<file path="config.mk">
export PLATFORM = sky130hd
export DESIGN_NAME = dmem_lsu_flat
export DESIGN_NICKNAME = d
export VERILOG_FILES = /design/src/rtl/dmem_pkg.sv /design/src/rtl/dmem_lsu_if.sv /design/src/rtl/dmem_load_align.sv /design/src/rtl/dmem_lsu.sv /design/src/flat_wrapper.sv
export SDC_FILE = /design/constraint.sdc
export NUM_CORES = 1
export LEC_CHECK = 0
export ABC_CLOCK_PERIOD_IN_PS = 1700
export BUFFER_PORTS_ARGS = -buffer_cell sky130_fd_sc_hd__buf_4
export CAP_MARGIN = 20
export CELL_PAD_IN_SITES_DETAIL_PLACEMENT = 1
export CELL_PAD_IN_SITES_GLOBAL_PLACEMENT = 2
export CORE_ASPECT_RATIO = 1.25
export CORE_MARGIN = 2
export CORE_UTILIZATION = 24
export CTS_BUF_LIST = sky130_fd_sc_hd__clkbuf_8 sky130_fd_sc_hd__clkbuf_16
export CTS_CLUSTER_DIAMETER = 200
export DETAILED_ROUTE_END_ITERATION = 8
export PLACE_DENSITY_LB_ADDON = 0.05
export SYNTH_ARGS = -nofsm -noshare
export SYNTH_HDL_FRONTEND = slang
export SYNTH_SLANG_ARGS = --single-unit
</file>
<file path="constraint.sdc">
create_clock -name clk -period 1.7 [get_ports clk]
set_input_delay 0 -clock clk [delete_from_list [all_inputs] [get_ports clk]]
set_output_delay 0 -clock clk [all_outputs]
set_load 0.03 [all_outputs]
</file>
<file path="src/rtl/dmem_pkg.sv">
// rtl/dmem_pkg.sv - shared types, funct3 codes and access-size decode for the data-memory LSU
package dmem_pkg;

    localparam int DMEM_ADDR_WIDTH = 15;

    typedef enum logic [1:0] {IDLE, ACCESS, WAIT, RESP} lsu_state_e;
    typedef enum logic [1:0] {SZ_BYTE, SZ_HALF, SZ_WORD} lsu_size_e;

    localparam logic [2:0] F3_LB  = 3'b000;
    localparam logic [2:0] F3_LH  = 3'b001;
    localparam logic [2:0] F3_LW  = 3'b010;
    localparam logic [2:0] F3_LBU = 3'b100;
    localparam logic [2:0] F3_LHU = 3'b101;
    localparam logic [2:0] F3_SB  = 3'b000;
    localparam logic [2:0] F3_SH  = 3'b001;
    localparam logic [2:0] F3_SW  = 3'b010;

    // Unknown funct3 codes fall back to a full-word access.
    function automatic lsu_size_e access_size(input logic is_store, input logic [2:0] f3);
        lsu_size_e sz;
        sz = SZ_WORD;
        if (is_store) begin
            if (f3 == F3_SB) sz = SZ_BYTE;
            else if (f3 == F3_SH) sz = SZ_HALF;
        end else begin
            if (f3 == F3_LB || f3 == F3_LBU) sz = SZ_BYTE;
            else if (f3 == F3_LH || f3 == F3_LHU) sz = SZ_HALF;
        end
        return sz;
    endfunction

endpackage

</file>
<file path="src/rtl/dmem_lsu_if.sv">
// rtl/dmem_lsu_if.sv - request/response and BRAM bus bundle between MEM stage, LSU and data BRAM
interface dmem_lsu_if;
    logic        req_valid;
    logic        req_ready;
    logic        req_is_store;
    logic [2:0]  req_funct3;
    logic [31:0] req_addr;
    logic [31:0] req_wdata;
    logic [31:0] req_pc;
    logic        resp_valid;
    logic        resp_ready;
    logic [31:0] resp_rdata;
    logic        resp_misalign;
    logic [3:0]  mem_w_enable;
    logic [31:0] mem_r_addr;
    logic [31:0] mem_w_addr;
    logic [31:0] mem_w_data;
    logic [31:0] mem_row_addr;
    logic [31:0] mem_pc;
    logic [31:0] mem_r_data;

    modport slave (
        input  req_valid, req_is_store, req_funct3, req_addr, req_wdata, req_pc,
        input  resp_ready, mem_r_data,
        output req_ready, resp_valid, resp_rdata, resp_misalign,
        output mem_w_enable, mem_r_addr, mem_w_addr, mem_w_data, mem_row_addr, mem_pc
    );

    modport master (
        output req_valid, req_is_store, req_funct3, req_addr, req_wdata, req_pc,
        output resp_ready, mem_r_data,
        input  req_ready, resp_valid, resp_rdata, resp_misalign,
        input  mem_w_enable, mem_r_addr, mem_w_addr, mem_w_data, mem_row_addr, mem_pc
    );
endinterface

</file>
<file path="src/rtl/dmem_load_align.sv">
// rtl/dmem_load_align.sv - picks the byte/half lane out of a BRAM word and sign/zero-extends it
module dmem_load_align
    import dmem_pkg::*;
(
    input  logic [31:0] word,
    input  logic [1:0]  lane,
    input  logic [2:0]  funct3,
    output logic [31:0] data
);
    logic [31:0] byte_sh;
    logic [31:0] half_sh;

    always_comb begin
        byte_sh = word >> {lane, 3'b000};
        half_sh = word >> {lane[1], 4'b0000};
        case (funct3)
            F3_LB:   data = {{24{byte_sh[7]}}, byte_sh[7:0]};
            F3_LH:   data = {{16{half_sh[15]}}, half_sh[15:0]};
            F3_LBU:  data = {24'd0, byte_sh[7:0]};
            F3_LHU:  data = {16'd0, half_sh[15:0]};
            default: data = word;
        endcase
    end
endmodule

</file>
<file path="src/rtl/dmem_lsu.sv">
// rtl/dmem_lsu.sv - single-outstanding load/store unit for the data BRAM; DMEM_LSU_MISALIGN_TRAP_EN enables misalign reporting
module dmem_lsu
    import dmem_pkg::*;
#(
    parameter int ADDR_WIDTH = DMEM_ADDR_WIDTH
) (
    input  logic        clk,
    input  logic        rst,
    dmem_lsu_if.slave   bus
);
    lsu_state_e  state_q, state_d;
    logic        req_ready_q, req_ready_d;
    logic        resp_valid_q, resp_valid_d;
    logic [31:0] resp_rdata_q, resp_rdata_d;
    logic        resp_misalign_q, resp_misalign_d;
    logic [3:0]  w_enable_q, w_enable_d;
    logic [31:0] word_addr_q, word_addr_d;
    logic [31:0] w_data_q, w_data_d;
    logic [31:0] row_addr_q, row_addr_d;
    logic [31:0] pc_q, pc_d;
    logic [2:0]  funct3_q, funct3_d;
    logic        is_store_q, is_store_d;
    logic [1:0]  lane_q, lane_d;
    logic        misalign_q, misalign_d;

    lsu_size_e   req_size;
    logic [1:0]  req_lane;
    logic [3:0]  req_enable;
    logic [31:0] req_data;
    logic        req_misalign;
    logic [31:0] load_data;

    dmem_load_align u_align (
        .word   (bus.mem_r_data),
        .lane   (lane_q),
        .funct3 (funct3_q),
        .data   (load_data)
    );

    // Lane offsets are always aligned to the access size; misaligned low bits are either dropped or trapped.
    always_comb begin
        req_size = access_size(bus.req_is_store, bus.req_funct3);
        case (req_size)
            SZ_BYTE: begin
                req_lane = bus.req_addr[1:0];
                req_data = {4{bus.req_wdata[7:0]}};
                req_enable = 4'b0001 << req_lane;
            end
            SZ_HALF: begin
                req_lane = {bus.req_addr[1], 1'b0};
                req_data = {2{bus.req_wdata[15:0]}};
                req_enable = 4'b0011 << req_lane;
            end
            default: begin
                req_lane = 2'b00;
                req_data = bus.req_wdata;
                req_enable = 4'b1111;
            end
        endcase
`ifdef DMEM_LSU_MISALIGN_TRAP_EN
        case (req_size)
            SZ_BYTE: req_misalign = 1'b0;
            SZ_HALF: req_misalign = bus.req_addr[0];
            default: req_misalign = (bus.req_addr[1:0] != 2'b00);
        endcase
`else
        req_misalign = 1'b0;
`endif
        if (!bus.req_is_store || req_misalign) req_enable = 4'b0000;
    end

    always_comb begin
        state_d         = state_q;
        req_ready_d     = req_ready_q;
        resp_valid_d    = resp_valid_q;
        resp_rdata_d    = resp_rdata_q;
        resp_misalign_d = resp_misalign_q;
        w_enable_d      = w_enable_q;
        word_addr_d     = word_addr_q;
        w_data_d        = w_data_q;
        row_addr_d      = row_addr_q;
        pc_d            = pc_q;
        funct3_d        = funct3_q;
        is_store_d      = is_store_q;
        lane_d          = lane_q;
        misalign_d      = misalign_q;
        case (state_q)
            IDLE: if (bus.req_valid) begin
                state_d     = ACCESS;
                req_ready_d = 1'b0;
                word_addr_d = {{(32-ADDR_WIDTH){1'b0}}, bus.req_addr[ADDR_WIDTH+1:2]};
                w_enable_d  = req_enable;
                w_data_d    = req_data;
                row_addr_d  = bus.req_addr;
                pc_d        = bus.req_pc;
                funct3_d    = bus.req_funct3;
                is_store_d  = bus.req_is_store;
                lane_d      = req_lane;
                misalign_d  = req_misalign;
            end
            ACCESS: begin
                w_enable_d = 4'b0000;
                state_d    = WAIT;
            end
            WAIT: begin
                resp_valid_d    = 1'b1;
                resp_misalign_d = misalign_q;
                resp_rdata_d    = (is_store_q || misalign_q) ? 32'd0 : load_data;
                state_d         = RESP;
            end
            default: if (bus.resp_ready) begin
                resp_valid_d    = 1'b0;
                resp_misalign_d = 1'b0;
                req_ready_d     = 1'b1;
                state_d         = IDLE;
            end
        endcase
    end

    always_ff @(posedge clk) begin
        if (rst) begin
            state_q         <= IDLE;
            req_ready_q     <= 1'b1;
            resp_valid_q    <= 1'b0;
            resp_rdata_q    <= 32'd0;
            resp_misalign_q <= 1'b0;
            w_enable_q      <= 4'b0000;
            word_addr_q     <= 32'd0;
            w_data_q        <= 32'd0;
            row_addr_q      <= 32'd0;
            pc_q            <= 32'd0;
            funct3_q        <= 3'd0;
            is_store_q      <= 1'b0;
            lane_q          <= 2'd0;
            misalign_q      <= 1'b0;
        end else begin
            state_q         <= state_d;
            req_ready_q     <= req_ready_d;
            resp_valid_q    <= resp_valid_d;
            resp_rdata_q    <= resp_rdata_d;
            resp_misalign_q <= resp_misalign_d;
            w_enable_q      <= w_enable_d;
            word_addr_q     <= word_addr_d;
            w_data_q        <= w_data_d;
            row_addr_q      <= row_addr_d;
            pc_q            <= pc_d;
            funct3_q        <= funct3_d;
            is_store_q      <= is_store_d;
            lane_q          <= lane_d;
            misalign_q      <= misalign_d;
        end
    end

    assign bus.req_ready     = req_ready_q;
    assign bus.resp_valid    = resp_valid_q;
    assign bus.resp_rdata    = resp_rdata_q;
    assign bus.resp_misalign = resp_misalign_q;
    assign bus.mem_w_enable  = w_enable_q;
    assign bus.mem_r_addr    = word_addr_q;
    assign bus.mem_w_addr    = word_addr_q;
    assign bus.mem_w_data    = w_data_q;
    assign bus.mem_row_addr  = row_addr_q;
    assign bus.mem_pc        = pc_q;
endmodule

</file>
<file path="src/flat_wrapper.sv">
// flat-port wrapper written by rule: the top's interface ports become plain ports
module dmem_lsu_flat import dmem_pkg::*;
#(
    parameter int ADDR_WIDTH = DMEM_ADDR_WIDTH
)
  (clk, rst, bus_req_valid, bus_req_is_store, bus_req_funct3, bus_req_addr, bus_req_wdata, bus_req_pc, bus_resp_ready, bus_mem_r_data, bus_req_ready, bus_resp_valid, bus_resp_rdata, bus_resp_misalign, bus_mem_w_enable, bus_mem_r_addr, bus_mem_w_addr, bus_mem_w_data, bus_mem_row_addr, bus_mem_pc);
  dmem_lsu_if bus_i ();
  input  logic clk;
  input  logic rst;
  input wire logic [$bits(bus_i.req_valid)-1:0] bus_req_valid;
  input wire logic [$bits(bus_i.req_is_store)-1:0] bus_req_is_store;
  input wire logic [$bits(bus_i.req_funct3)-1:0] bus_req_funct3;
  input wire logic [$bits(bus_i.req_addr)-1:0] bus_req_addr;
  input wire logic [$bits(bus_i.req_wdata)-1:0] bus_req_wdata;
  input wire logic [$bits(bus_i.req_pc)-1:0] bus_req_pc;
  input wire logic [$bits(bus_i.resp_ready)-1:0] bus_resp_ready;
  input wire logic [$bits(bus_i.mem_r_data)-1:0] bus_mem_r_data;
  output wire logic [$bits(bus_i.req_ready)-1:0] bus_req_ready;
  output wire logic [$bits(bus_i.resp_valid)-1:0] bus_resp_valid;
  output wire logic [$bits(bus_i.resp_rdata)-1:0] bus_resp_rdata;
  output wire logic [$bits(bus_i.resp_misalign)-1:0] bus_resp_misalign;
  output wire logic [$bits(bus_i.mem_w_enable)-1:0] bus_mem_w_enable;
  output wire logic [$bits(bus_i.mem_r_addr)-1:0] bus_mem_r_addr;
  output wire logic [$bits(bus_i.mem_w_addr)-1:0] bus_mem_w_addr;
  output wire logic [$bits(bus_i.mem_w_data)-1:0] bus_mem_w_data;
  output wire logic [$bits(bus_i.mem_row_addr)-1:0] bus_mem_row_addr;
  output wire logic [$bits(bus_i.mem_pc)-1:0] bus_mem_pc;
  assign bus_i.req_valid = bus_req_valid;
  assign bus_i.req_is_store = bus_req_is_store;
  assign bus_i.req_funct3 = bus_req_funct3;
  assign bus_i.req_addr = bus_req_addr;
  assign bus_i.req_wdata = bus_req_wdata;
  assign bus_i.req_pc = bus_req_pc;
  assign bus_i.resp_ready = bus_resp_ready;
  assign bus_i.mem_r_data = bus_mem_r_data;
  assign bus_req_ready = bus_i.req_ready;
  assign bus_resp_valid = bus_i.resp_valid;
  assign bus_resp_rdata = bus_i.resp_rdata;
  assign bus_resp_misalign = bus_i.resp_misalign;
  assign bus_mem_w_enable = bus_i.mem_w_enable;
  assign bus_mem_r_addr = bus_i.mem_r_addr;
  assign bus_mem_w_addr = bus_i.mem_w_addr;
  assign bus_mem_w_data = bus_i.mem_w_data;
  assign bus_mem_row_addr = bus_i.mem_row_addr;
  assign bus_mem_pc = bus_i.mem_pc;
  dmem_lsu #(.ADDR_WIDTH(ADDR_WIDTH)) u_core (.clk(clk), .rst(rst), .bus(bus_i));
endmodule
</file>
# ---- After elaboration in Yosys (flattened, before gate mapping)
# Index checks and enable logic that the tools add are counted.
# Widths: inputs -> output; s select.
dict set report classes {
  n_eq_ne 10
  shift 4
  mux 22
  bitwise 2
  n_reduce_logical 17
}
# op count
set op_table {}
lappend op_table {{$pmux 32 s4} 1}
lappend op_table {{$pmux 32 s2} 1}
lappend op_table {{$mux 32} 1}
lappend op_table {{$shr 32x5->16} 1}
lappend op_table {{$shr 32x5->8} 1}
lappend op_table {{$pmux 4 s2} 2}
lappend op_table {{$mux 2} 7}
lappend op_table {{$eq 3x3->1 const B} 4}
lappend op_table {{$mux 4} 2}
lappend op_table {{$reduce_and 2->1} 4}
lappend op_table {{$eq 3x1->1 const B} 2}
lappend op_table {{$logic_not 3->1} 2}
lappend op_table {{$pmux 1 s2} 3}
lappend op_table {{$pmux 2 s3} 1}
lappend op_table {{$reduce_bool 2->1} 3}
lappend op_table {{$eq 2x1->1 const B} 2}
lappend op_table {{$logic_not 2->1} 2}
lappend op_table {{$pmux 2 s2} 1}
lappend op_table {{$reduce_bool 4->1} 1}
lappend op_table {{$reduce_or 2->1} 2}
lappend op_table {{$shl 1x2->4 const A} 1}
lappend op_table {{$shl 2x2->4 const A} 1}
lappend op_table {{$mux 1} 3}
lappend op_table {{$reduce_and 3->1} 1}
lappend op_table {{other kinds (4)} 6}
dict set report totals {
  ff_bits 158
  input_bits 136
  out_inout_bits 199
  elab_cells 68
}

# ---- Depth between registers and ports, before layout
# Gate-level depths: netlist of run 1.
dict set report logic_depth {
  depth_word 10
  mapped_depth 8
  mapped_depth_nobuf 6
}

# ---- By module
# A second synthesis of run 1 with hierarchy kept.
dict set report unflattened {
  hier_cells 852
  hier_area_um2 6690.2
}
# mod n_inst cells_each area_each_um2 seq_area_each_um2
set by_module_without_submodules {}
lappend by_module_without_submodules {dmem_lsu 1 734 5890.6 2842.7}
lappend by_module_without_submodules {dmem_load_align 1 118 799.5 0.0}

# ---- Worst setup path after synthesis of run 1
# No wires, ideal clock.
dict set report synth_timing {
  path_kind {reg2reg}
  startpoint {register u_core.state_q[0]}
  endpoint {register u_core.w_data_q[24] (netlist: u_core.bus.mem_w_data[24])}
  setup_time_ps 71
  arrival_time_ps 1505
  t_required_ps 1629
  setup_slack_ps 125
  path_stages_with_launch 9
  period_less_slack_ps 1575
  path_cell_list {dfxtp_1 -> inv_1 -> ha_1 -> buf_2 -> nand2_1 -> buf_2 -> buf_1 -> nand2_1 -> a21oi_1}
}
dict set report synth_between {
  elab_chain_cells 2
}
# element line_no
set synth_lines {}
lappend synth_lines {{from (decl)} dmem_lsu.sv:11} ;# lsu_state_e state_q, state_d;
lappend synth_lines {{from (signal assigned)} dmem_lsu.sv:137} ;# state_q <= state_d;
lappend synth_lines {{$logic_not 2->1} dmem_lsu.sv:87} ;# case (state_q)
lappend synth_lines {{$reduce_and 2->1 (no line)} n/a}
lappend synth_lines {{to (signal assigned)} dmem_lsu.sv:144} ;# w_data_q <= w_data_d;
lappend synth_lines {{to (decl)} dmem_lsu.sv:18} ;# logic [31:0] w_data_q, w_data_d;
# Every way passes these cells.
# A chain may end at the register's enable or synchronous reset.

# ---- Final worst setup path of run 1
dict set report layout_timing {
  startpoint {register u_core.state_q[0]}
  endpoint {register u_core.w_enable_q[1] (netlist: u_core.bus.mem_w_enable[1])}
}
dict set report layout_between {
  elab_chain_cells 3
}
# element line_no
set layout_lines {}
lappend layout_lines {{$eq 2x1->1 or $logic_not 2->1 (tied branches)} dmem_lsu.sv:87}
lappend layout_lines {{$reduce_bool 2->1 (no line) or $ne 2x2->1 (tied branches)} n/a}
lappend layout_lines {{$reduce_and 2->1 (no line)} n/a}
lappend layout_lines {{to (signal assigned)} dmem_lsu.sv:142} ;# w_enable_q <= w_enable_d;
lappend layout_lines {{to (decl)} dmem_lsu.sv:16} ;# logic [3:0] w_enable_q, w_enable_d;
# Parallel ways exist; a longest one is shown, timed or not.

==> results by group, run 1 <==
Run status
  • Status: complete, no violations

Detailed routing
  • Vias/cell: around 4.3
  • DRC violations left: 0
  • Pre-Repair DR Iteration Count: 4
  • DR vias: roughly 6,700
  • Total Wirelength: 24,500 um
  • DR WL/cell: between 15 and 20 um
  • Iteration-0 DRC count of the detailed router: 260
  • Routed Antenna Nets: 0

Clocking
  • Clk root buf: clkbuf_16
  • CTS H-Tree Depth: 4
  • Worst-Skew Late Latency: around 420 ps
  • Number of CTS-inserted buffers: 17
  • TritonCTS clock tree: built
  • Clock transition at path regs: approximately 60 ps
  • Clock Sinks: 142
  • Max Buffers Root-to-Sink: 2

STA
  • Fin crit share: 0.941
  • Min Hold Slack: approximately 180 ps
  • Max Freq: between 600 and 700 MHz
  • Post-layout min period: ~1600 ps
  • Unrepaired setup endpoints after global routing: no
  • Slew Limit Headroom: 0.612
  • Setup TNS Final: 0 ps
  • Max-slew violations: 0
  • Setup violations, final: 0
  • Worst-case clock skew: just under 8 ps
  • Worst-Margin Slew: 583 ps
  • Final Hold Viols: 0

Finish
  • Design Area, Final: about 11,000 um2
  • Final nets: 1,330
  • Area growth, synth to finish: 70.4%
  • Cell Count, Final, Fillers Out: 1,545
  • Layout cells sized above 1: 0.306

Global routing
  • Initial antenna violation count: 0
  • Largest net degree at the start of global routing: ~70
  • Gr ovfl total: 0
  • Global-route wire length before repair: 36,900 um
  • Number of global-route vias before repair: between 6,000 and 7,000
  • Total Routing Usage GR: 0.172

Power
  • Final Power: about 15 mW
  • Peak supply drop: ~0.75 mV
  • PD cells: between 1000 and 1500 nW/um2
  • Leak Pwr: about 4.7 nW

Yosys
  • #FFs+latches synth: ~140
  • Compound-Gate Fraction of Synth Area: 0.195
  • Post-Syn Area: roughly 6300 um2
  • Number of enable flip-flop cells after synthesis: 0
  • Post-synthesis sequential area ratio: 0.452
  • Syn avg cell area: between 7 and 8 um2
  • Post-synthesis mux area share: 0.0432
  • Yosys cell types: 43
  • Synth Instances: slightly below 800
  • Synth Area in Adders: 0.00597
  • Main combinational cell family by area after synthesis: compound AO/OA/AOI/OAI gates
  • Synth top area share: 0.452
  • Most frequent cell after synthesis: nand2_1
  • Post-synth top cells: nand2_1, dfxtp_1, a21oi_1
  • XOR/XNOR share of the synthesized area: 0
  • Synth Flop Type: dfxtp_1
  • Post-synth ARST share: 0
  • Yosys top cell by area: dfxtp_1
  • Synth warnings: 0
  • Simple-gate portion of the synthesized area: 0.182
  • Ranking of synthesized cells by area: dfxtp_1, nand2_1, a21oi_1

Floorplan
  • Die Ht: 185 um
  • Area of the die: about 28,000 um2
  • # rows: 66
  • Core area: around 26,000 um2
  • Die Wd: around 150 um
  • Top-Level Pins: 335
  • Starting density of the core: 0.243

Worst setup path
  • Critical path arrival: 1940 ps
  • Crit Path Class: flip-flop to flip-flop
  • Worst-path fanout max: 4
  • Critical path required time: 2050 ps
  • Worst Setup End Kind: flip-flop
  • Critical Path Max Stage Delay: around 400 ps
  • Critical Path, Cell by Cell: inv_1 -> ha_1 -> nand2_4 -> a2111oi_0 -> buf_4 -> o21ai_0 -> a21oi_1
  • Crit path launch type: flip-flop
  • Worst path slowest cell: a2111oi_0

Job
  • Max_cap viols: 0

Place
  • Cell Area, Placed: slightly below 9000 um2
  • IO Port Bufs: between 200 and 300
  • RePlAce Congestion: 0.749
  • Post-Place Cells: around 1,400
  • DP HPWL: about 17,000 um

Worst hold path
  • Hold crit path type: input port to flip-flop
path summary, 6_finish.rpt:
check / start / to / slack (ps) / depth (start not counted)
worst max-delay path: u_core.state_q[0] / u_core.bus.mem_w_enable[1] / 100 / 7
worst min register to register: u_core.bus.resp_rdata[13] / u_core.bus.resp_rdata[13] / 450 / 2
worst min-delay path: bus_mem_r_data[7] / u_core.bus.resp_rdata[7] / 180 / 4
worst max register to register: u_core.state_q[0] / u_core.bus.mem_w_enable[1] / 100 / 7
cell type report:
type	count	area, um2
Tap cell	340	425
Clock buffer	19	453
Multi-Input combinational cell	556	2820
Inverter	11	41.3
Antenna cell	1	2.50
Sequential cell	142	2840
Timing Repair Buffer	463	3900
Clock inverter	13	219
Fill cell	3101	15100
layer usage:
layer	global-route usage	vias up	part of all wire
met5	0	-	0
met4	0.0503	0	0.015
met3	0.0512	22	0.063
met2	0.299	179	0.51
met1	0.204	3115	0.42
li1	-	3339	-
critical path, delay by kind of cell (launching register included):
family / cells / cell delay, ps
AOI/OAI and AO/OA: 3 / 600
DFF: 1 / 310
and+or+nand+nor: 1 / 90
buffers and inverters: 2 / 280
adders and majority gates: 1 / 240
where the power goes:
group / internal [mW] / total (mW) / leakage, nW / switching [mW]
clock network: 2.82 / 4.31 / 0.341 / 1.49
registers: 4.05 / 4.49 / 1.16 / 0.437
logic: 2.42 / 6.35 / 3.23 / 3.93
logic make-up after synthesis:
family / count (synthesis)
AND/OR/NAND/NOR: 279
other: 1
multiplexers: 27
buffers and inverters: 129
adder cells (fa/ha/maj): 3
AO/OA/AOI/OAI: 212
flip-flops: 142
stage by stage:
stage | util | setup slack, ps
floorplan | - | 125
global placement | 0.335 | 63.6
detailed placement | 0.335 | 36.9
CTS | 0.413 | 13.6
global route | 0.414 | 5.56
finish | 0.414 | 101
cell usage in the layout (no fill, tap or decap), types with 2 or more instances in the layout:
cell type        n
a211oi_1        10
a21oi_1        108
a22oi_1          4
a311oi_1         9
buf_12           7
buf_4          322
bufinv_16        6
clkbuf_16       17
clkbuf_8         2
clkinv_2         2
conb_1          35
dfxtp_1        142
dlygate4sd3_1  134
ha_1             3
inv_1           13
mux2i_1         26
nand2_1        215
nand2b_1         4
nand3_1          4
nor2_1          31
nor2b_1         16
o211ai_1         8
o21ai_0         61
state kept, by name, indices dropped and copies added, names as in the netlist:
signal,cells
u_core.bus.mem_pc,32
u_core.bus.mem_row_addr,32
u_core.bus.mem_w_data,32
u_core.bus.mem_w_enable,4
u_core.bus.req_ready,1
u_core.bus.resp_rdata,32
u_core.bus.resp_valid,1
u_core.funct3_q,3
u_core.is_store_q,1
u_core.lane_q,2
u_core.state_q,2
repair_timing:
action	CTS	global route
hold buffers	134	0
resized for setup	0	1
endpoints found under the setup margin	0	19
buffers inserted	0	3
hold endpoints to repair	141	0
No activity file was read; power rests on OpenSTA's default activity.
==> run 2, diff against run 1 <==
PLACE_DENSITY_LB_ADDON = 0.1   (was 0.05)
==> run 2 against run 1 <==
  * Via count down 0.72%
  * Worst hold slack worse by 91 ps
  * Clock-buffer cell count is 1 lower
  * Routed wire length decreased by 1.2%
  * Sequential power about the same
  * Sequential share of layout area increased by 0.25 points
  * Critical path depth unchanged
  * Core utilization fell by 0.39 points
  * Power decreased by 3.0%
  * Critical path type unchanged
  * Critical endpoint is now u_core.bus.mem_w_data[11]
  * Highest routed layer unchanged
==> results by group, run 2 (synthesized netlist as in run 1, its figures left out) <==
Power
  • Leak Pwr: 4.66 nW (-1.4%)
  • Final Power: 14.7 mW (-3.0%)
  • Peak supply drop: 0.727 mV (-2.7%)
  • PD cells: 1390 nW/um2 (-2.0%)

Global routing
  • Total Routing Usage GR: 0.172 (+0.000423)
  • Largest net degree at the start of global routing: 92 (+35%)
  • Global-route wire length before repair: 37,100 um (+0.66%)
  • Number of global-route vias before repair: 6,759 (+0.37%)
  • Initial antenna violation count: 0 (unchanged)
  • Gr ovfl total: 0 (unchanged)

Floorplan
  • Die Ht: 185 um (unchanged)
  • Die Wd: 149 um (unchanged)
  • Starting density of the core: 0.243 (unchanged)
  • Area of the die: 27,500 um2 (unchanged)
  • Top-Level Pins: 335 (unchanged)
  • # rows: 66 (unchanged)
  • Core area: 25,800 um2 (unchanged)

STA
  • Min Hold Slack: 91.4 ps (-90.6 ps)
  • Max Freq: 631 MHz (+0.90%)
  • Max-slew violations: 0 (unchanged)
  • Fin crit share: 0.932 (-0.00838)
  • Unrepaired setup endpoints after global routing: yes
  • Setup violations, final: 0 (unchanged)
  • Worst-case clock skew: 8.91 ps (+1.03 ps)
  • Post-layout min period: 1580 ps (-14.3 ps)
  • Setup TNS Final: 0 ps (unchanged)
  • Worst Slack Setup Final: 115 ps (+14.3 ps)
  • Final Hold Viols: 0 (unchanged)

Clocking
  • Number of CTS-inserted buffers: 17 (unchanged)
  • Worst-Skew Late Latency: 430 ps (about the same)
  • Clock transition at path regs: 60 ps (about the same)
  • Post-CTS setup buffer count: 0 (unchanged)
  • Clk root buf: clkbuf_16
  • TritonCTS clock tree: built
  • CTS H-Tree Depth: 4 (unchanged)
  • Clock Sinks: 142 (unchanged)
  • Max Buffers Root-to-Sink: 2 (unchanged)

Detailed routing
  • Routed Antenna Nets: 0 (unchanged)
  • DRC violations left: 0 (unchanged)
  • Total Wirelength: 24,200 um (-1.2%)
  • DR WL/cell: 15.7 um (-0.96%)
  • DR vias: 6,607 (-0.72%)
  • Iteration-0 DRC count of the detailed router: 175 (-33%)
  • Pre-Repair DR Iteration Count: 4 (unchanged)
  • Vias/cell: 4.29 (-0.46%)

Worst setup path
  • WP buf/inv: 3 (+1)
  • Worst Setup End Kind: flip-flop
  • Crit Path Class: flip-flop to flip-flop
  • Flop2flop setup slack: 120 ps (about the same)
  • Worst path slowest cell: dfxtp_1
  • Critical path arrival: 1920 ps (-20 ps)
  • Critical Path Max Stage Delay: 310 ps (-90 ps)
  • Critical Path, Cell by Cell: inv_1 -> ha_2 -> buf_4 -> and2_4 -> buf_12 -> nor2_1 -> a311oi_1
  • Crit path launch type: flip-flop
  • Worst-path fanout max: 33 (+29)
  • Critical path required time: 2030 ps (-20 ps)
  • Delay-heaviest family, CP: buffers and inverters

Finish
  • Layout Utilization: 0.410 (-0.00387)
  • Cell Count, Final, Fillers Out: 1,541 (-0.26%)
  • Layout cells sized above 1: 0.310 (+0.00326)
  • Most frequent cells in the layout: buf_4, nand2_1, dfxtp_1, dlygate4sd3_1, a21oi_1
  • Final nets: 1,327 (-0.23%)
  • Diodes inserted: 0 (-1)
  • Commonest non-fill, non-tap cell in the layout: buf_4
  • Design Area, Final: 10,600 um2 (-0.93%)
  • Area growth, synth to finish: 68.8%

Place
  • RePlAce Congestion: 0.730 (-2.6%)
  • IO Port Bufs: 299 (unchanged)
  • Worst slack, placed: 59.8 ps (+22.9 ps)
  • DP HPWL: 16,900 um (-1.6%)
  • Cell Area, Placed: 8640 um2 (-0.29%)
  • Post-Place Cells: 1,375 (unchanged)

Job
  • Max_cap viols: 0 (unchanged)

Worst hold path
  • Hold crit path type: input port to flip-flop

Run status
  • Status: complete, no violations
[run 2: path summary, 6_finish.rpt]
check | start | to | cells after the start
setup / recovery | u_core.state_q[0] | u_core.bus.mem_w_data[11] | 7
hold / removal | rst | u_core.bus.resp_rdata[2] | 5
setup reg to reg | u_core.state_q[0] | u_core.bus.mem_w_data[11] | 7
hold reg to reg | u_core.bus.mem_pc[14] | u_core.bus.mem_pc[14] | 2
[run 2: what timing repair did]
item	4_1_cts	5_1_grt
hold buffers	134	0
endpoints found under the setup margin	0	44
resized for setup	0	6
endpoints found under the hold margin	140	0
[run 2: power breakdown]
| part | switching (mW) | internal, mW | leakage, nW |
|---|---|---|---|
| Clock | 1.57 | 2.35 | 0.292 |
| Sequential | 0.444 | 4.05 | 1.16 |
| Combinational | 3.90 | 2.39 | 3.21 |
| Total | 5.91 | 8.78 | 4.66 |
[run 2: final cells by class]
| type | instances | area (um2) |
|---|---|---|
| Fill cell | 3072 | 15200 |
| Timing Repair Buffer | 460 | 3860 |
| Sequential cell | 142 | 2840 |
| Multi-Input combinational cell | 556 | 2830 |
| Clock buffer | 18 | 439 |
| Tap cell | 340 | 425 |
| Clock inverter | 14 | 168 |
| Inverter | 11 | 41.3 |
[run 2: tightest hold or removal path: stages]
cell     delay (ps)
buf_4           120
nor2_1           70
buf_12          150
nand2_1          60
o21ai_0          60
[run 2: metal layers]
layer,global-route usage,vias up,part of all wire
met4,0.0465,0,0.014
met5,0,-,0
met2,0.301,197,0.50
met1,0.203,3050,0.41
li1,-,3336,-
met3,0.0564,24,0.069
==> run 3, diff against run 2 <==
ABC_AREA = 1   (was default)
CORE_UTILIZATION = 23   (was 24)
==> run 3 against run 2 <==
  * Sequential share of layout area hardly changed
  * Combinational power is 26% higher
  * Routed wire length is 6.0% higher
  * Power is 17% higher
  * Via count is 6.3% higher
  * Global-route usage is 0.22 points higher
  * Die area is 4.5% higher
  * Maximum frequency is 2.4% higher
  * Synthesized cell count is 11% higher
  * Critical endpoint is now u_core.bus.resp_rdata[2]
==> results by group, run 3 <==
Run status
  • Status: complete, no violations

Power
  • Peak supply drop: 0.775 mV (+6.6%)
  • Logic pwr share: 0.461 (+0.033)
  • Clock Power Share: 0.260 (-0.006)
  • Leak Pwr: 4.92 nW (+5.5%)
  • Final Power: 17.1 mW (+17%)
  • Net Switching: 7.12 mW (+20%)
  • PD cells: 1620 nW/um2 (+17%)
  • Sw Share: 0.415 (+0.0127)
  • P_int: 10.0 mW (+14%)
  • Flop pwr share: 0.280 (-0.026)

Worst setup path
  • Worst Setup End Kind: flip-flop
  • Critical path required time: 2050 ps (+20 ps)
  • Flop2flop setup slack: 150 ps (+40 ps)
  • Worst r2r src: u_core.state_q[0]
  • Worst-path fanout max: 11 (-67%)
  • Crit path launch type: flip-flop
  • Crit Path Class: flip-flop to flip-flop
  • Critical Path, Cell by Cell: inv_2 -> ha_1 -> inv_2 -> or2_4 -> buf_12 -> a21oi_1 -> o211ai_1 -> a21oi_1
  • Critical Path Max Stage Delay: 340 ps (+30 ps)
  • Critical path arrival: 1900 ps (-20 ps)
  • Critical path depth in cells: 8 (+1)
  • FF-to-FF End: u_core.bus.resp_rdata[2]
  • Worst Reg2Reg Path Length in Cells: 8 (+1)
  • Delay-heaviest family, CP: compound AO/OA/AOI/OAI gates
  • WP buf/inv: 3 (unchanged)
  • Worst path slowest cell: dfxtp_1

Yosys
  • Post-Syn Area: 6300 um2 (+0.26%)
  • Number of enable flip-flop cells after synthesis: 0 (unchanged)
  • Syn avg cell area: 7.17 um2 (-9.6%)
  • Synth warnings: 0 (unchanged)
  • Yosys cell types: 26 (-40%)
  • Post-synth ARST share: 0 (unchanged)
  • #FFs+latches synth: 142 (unchanged)
  • Synth Instances: 879 (+11%)
  • Ranking of synthesized cells by area: dfxtp_1, nor2_1, o21ai_0
  • Most frequent cell after synthesis: nor2_1
  • Post-synthesis sequential area ratio: 0.451 (-0.00117)
  • Yosys top cell by area: dfxtp_1
  • Synth top area share: 0.451 (-0.00117)
  • Synth Flop Type: dfxtp_1
  • Post-synth top cells: nor2_1, dfxtp_1, nand2_1

Clocking
  • Clock transition at path regs: 60 ps (about the same)
  • Clock Sinks: 142 (unchanged)
  • Clk root buf: clkbuf_16
  • CTS H-Tree Depth: 4 (unchanged)
  • Number of CTS-inserted buffers: 17 (unchanged)
  • Worst-Skew Late Latency: 430 ps (about the same)
  • TritonCTS clock tree: built
  • Max Buffers Root-to-Sink: 2 (unchanged)

Global routing
  • Gr ovfl total: 0 (unchanged)
  • Initial antenna violation count: 0 (unchanged)
  • Global-route wire length before repair: 39,600 um (+6.6%)
  • Largest net degree at the start of global routing: 61 (-34%)
  • Number of global-route vias before repair: 7,143 (+5.7%)
  • Total Routing Usage GR: 0.175 (+0.00220)

Finish
  • Design Area, Final: 10,600 um2 (about the same)
  • Area growth, synth to finish: 68.3%
  • Layout cells sized above 1: 0.292 (-0.0174)
  • Final nets: 1,402 (+5.7%)
  • Commonest non-fill, non-tap cell in the layout: buf_4
  • Diodes inserted: 0 (unchanged)
  • Most frequent cells in the layout: buf_4, nor2_1, dfxtp_1, nand2_1, dlygate4sd3_1

Worst hold path
  • Hold crit path type: input port to flip-flop
  • Worst hold endpoint: u_core.state_q[1]
  • Min-Delay Path Depth: 4 (-1)
  • Hold Crit Start: bus_req_valid

Detailed routing
  • Routed Antenna Nets: 0 (unchanged)
  • DR vias: 7,024 (+6.3%)
  • WL met3: 1460 um (-13%)
  • Iteration-0 DRC count of the detailed router: 198 (+13%)
  • Pre-Repair DR Iteration Count: 4 (unchanged)
  • Total Wirelength: 25,700 um (+6.0%)
  • Highest Signal Layer: met4
  • DRC violations left: 0 (unchanged)
  • DR WL/cell: 15.8 um (+0.74%)
  • Vias/cell: 4.33 (+1.1%)
  • Routed metal-1 wirelength: 10,600 um (+6.1%)
  • Met2 WL post-DR: 13,400 um (+9.2%)

Floorplan
  • Starting density of the core: 0.234 (-0.00899)
  • Area of the die: 28,700 um2 (+4.5%)
  • Top-Level Pins: 335 (unchanged)
  • Die Ht: 189 um (+2.2%)
  • Die Wd: 152 um (+2.2%)
  • Core area: 26,900 um2 (+4.1%)
  • # rows: 67 (+1.5%)

Place
  • Cell Area, Placed: 8640 um2 (about the same)
  • RePlAce Congestion: 0.765 (+4.9%)
  • DP HPWL: 18,000 um (+6.9%)
  • IO Port Bufs: 299 (unchanged)

STA
  • Final Hold Viols: 0 (unchanged)
  • Post-layout min period: 1550 ps (-36.8 ps)
  • Max Freq: 646 MHz (+2.4%)
  • Setup violations, final: 0 (unchanged)
  • Worst-Margin Slew: approximately 540 ps
  • Setup TNS Final: 0 ps (unchanged)
  • Slew Limit Headroom: 0.637
  • Fin crit share: 0.911 (-0.0217)
  • Max-slew violations: 0 (unchanged)
  • Worst-case clock skew: 6.94 ps (-1.97 ps)
  • Unrepaired setup endpoints after global routing: no

Job
  • Max_cap viols: 0 (unchanged)
[run 3: changes by cell type in the layout (fill, tap and decap cells not counted), sizes merged, moves of 16 or more]
cell / before / now
nor2: 31 / 189
nand2: 216 / 140
o21ai: 62 / 116
a21oi: 109 / 74
inv: 11 / 43
mux2i: 26 / 0
a31oi: 0 / 18
nor2b: 16 / 0
[run 3: logic make-up (layout without fill, tap and decap cells)]
| group | after synthesis | count (layout) | synth area share |
|---|---|---|---|
| AND/OR/NAND/NOR | 350 | 350 | 0.214 |
| AO/OA/AOI/OAI | 222 | 222 | 0.188 |
| buffers and inverters | 161 | 524 | 0.140 |
| flip-flops | 142 | 142 | 0.451 |
| adder cells (fa/ha/maj) | 3 | 3 | 0.00596 |
| other | 1 | 35 | 0.000595 |
[run 3: per-layer routing]
layer  global-route usage  up-vias
met5                    0        -
met2                0.320      199
li1                     -     3517
met1                0.199     3291
met3               0.0469       17
met4               0.0460        0
[run 3: how the worst max path moves through the flow]
stage                           start                           to  slack (ps)
floorplan           u_core.state_q[0]     u_core.bus.resp_rdata[3]         220
global placement    u_core.state_q[0]  u_core.bus.mem_row_addr[24]         110
detailed placement  u_core.state_q[0]        u_core.bus.mem_pc[19]          50
CTS                 u_core.state_q[0]  u_core.bus.mem_row_addr[17]          20
global route        u_core.state_q[0]     u_core.bus.resp_rdata[2]          30
finish              u_core.state_q[0]     u_core.bus.resp_rdata[2]         150
[run 3: worst register-to-register path, stage by stage, from the launching register on]
cell and delay, ps:
dfxtp_1 340, inv_2 90, ha_1 190, inv_2 40, or2_4 250, buf_12 150
a21oi_1 110, o211ai_1 140, a21oi_1 180
[run 3: per-stage QoR]
| stage | utilization | worst slack (ps) | cells | hold slack (ps) |
|---|---|---|---|---|
| floorplan | - | 224 | 913 | 138 |
| detailed placement | 0.321 | 48.3 | 1466 | 250 |
| global placement | 0.321 | 111 | 1466 | 231 |
| CTS | 0.393 | 20.4 | 1621 | 3.82 |
| global route | 0.394 | 26.5 | 1621 | 30.2 |
| finish | 0.394 | 152 | 1621 | 23.1 |
[run 3: cell type report]
class                           count  area [um2]
Multi-Input combinational cell    610        2720
Fill cell                        3300       16300
Inverter                           42         160
Clock buffer                       17         425
Timing Repair Buffer              450        3750
Clock inverter                     15         269
Tap cell                          345         432
Sequential cell                   142        2840
[run 3: timing repair]
action,CTS,global route
resized for setup,0,11
setup buffers,0,0
setup endpoints to repair,0,65
hold buffers,123,0
endpoints found under the hold margin,131,0
[run 3: power groups by stage]
stage               sequential [mW]  clock (mW)  combinational (mW)
floorplan                      6.44           0                3.31
finish                         4.80        4.45                7.90
CTS                            4.81        4.59                7.96
detailed placement             4.87           0                7.70
global placement               4.84           0                7.69
global route                   4.93        4.72                8.58
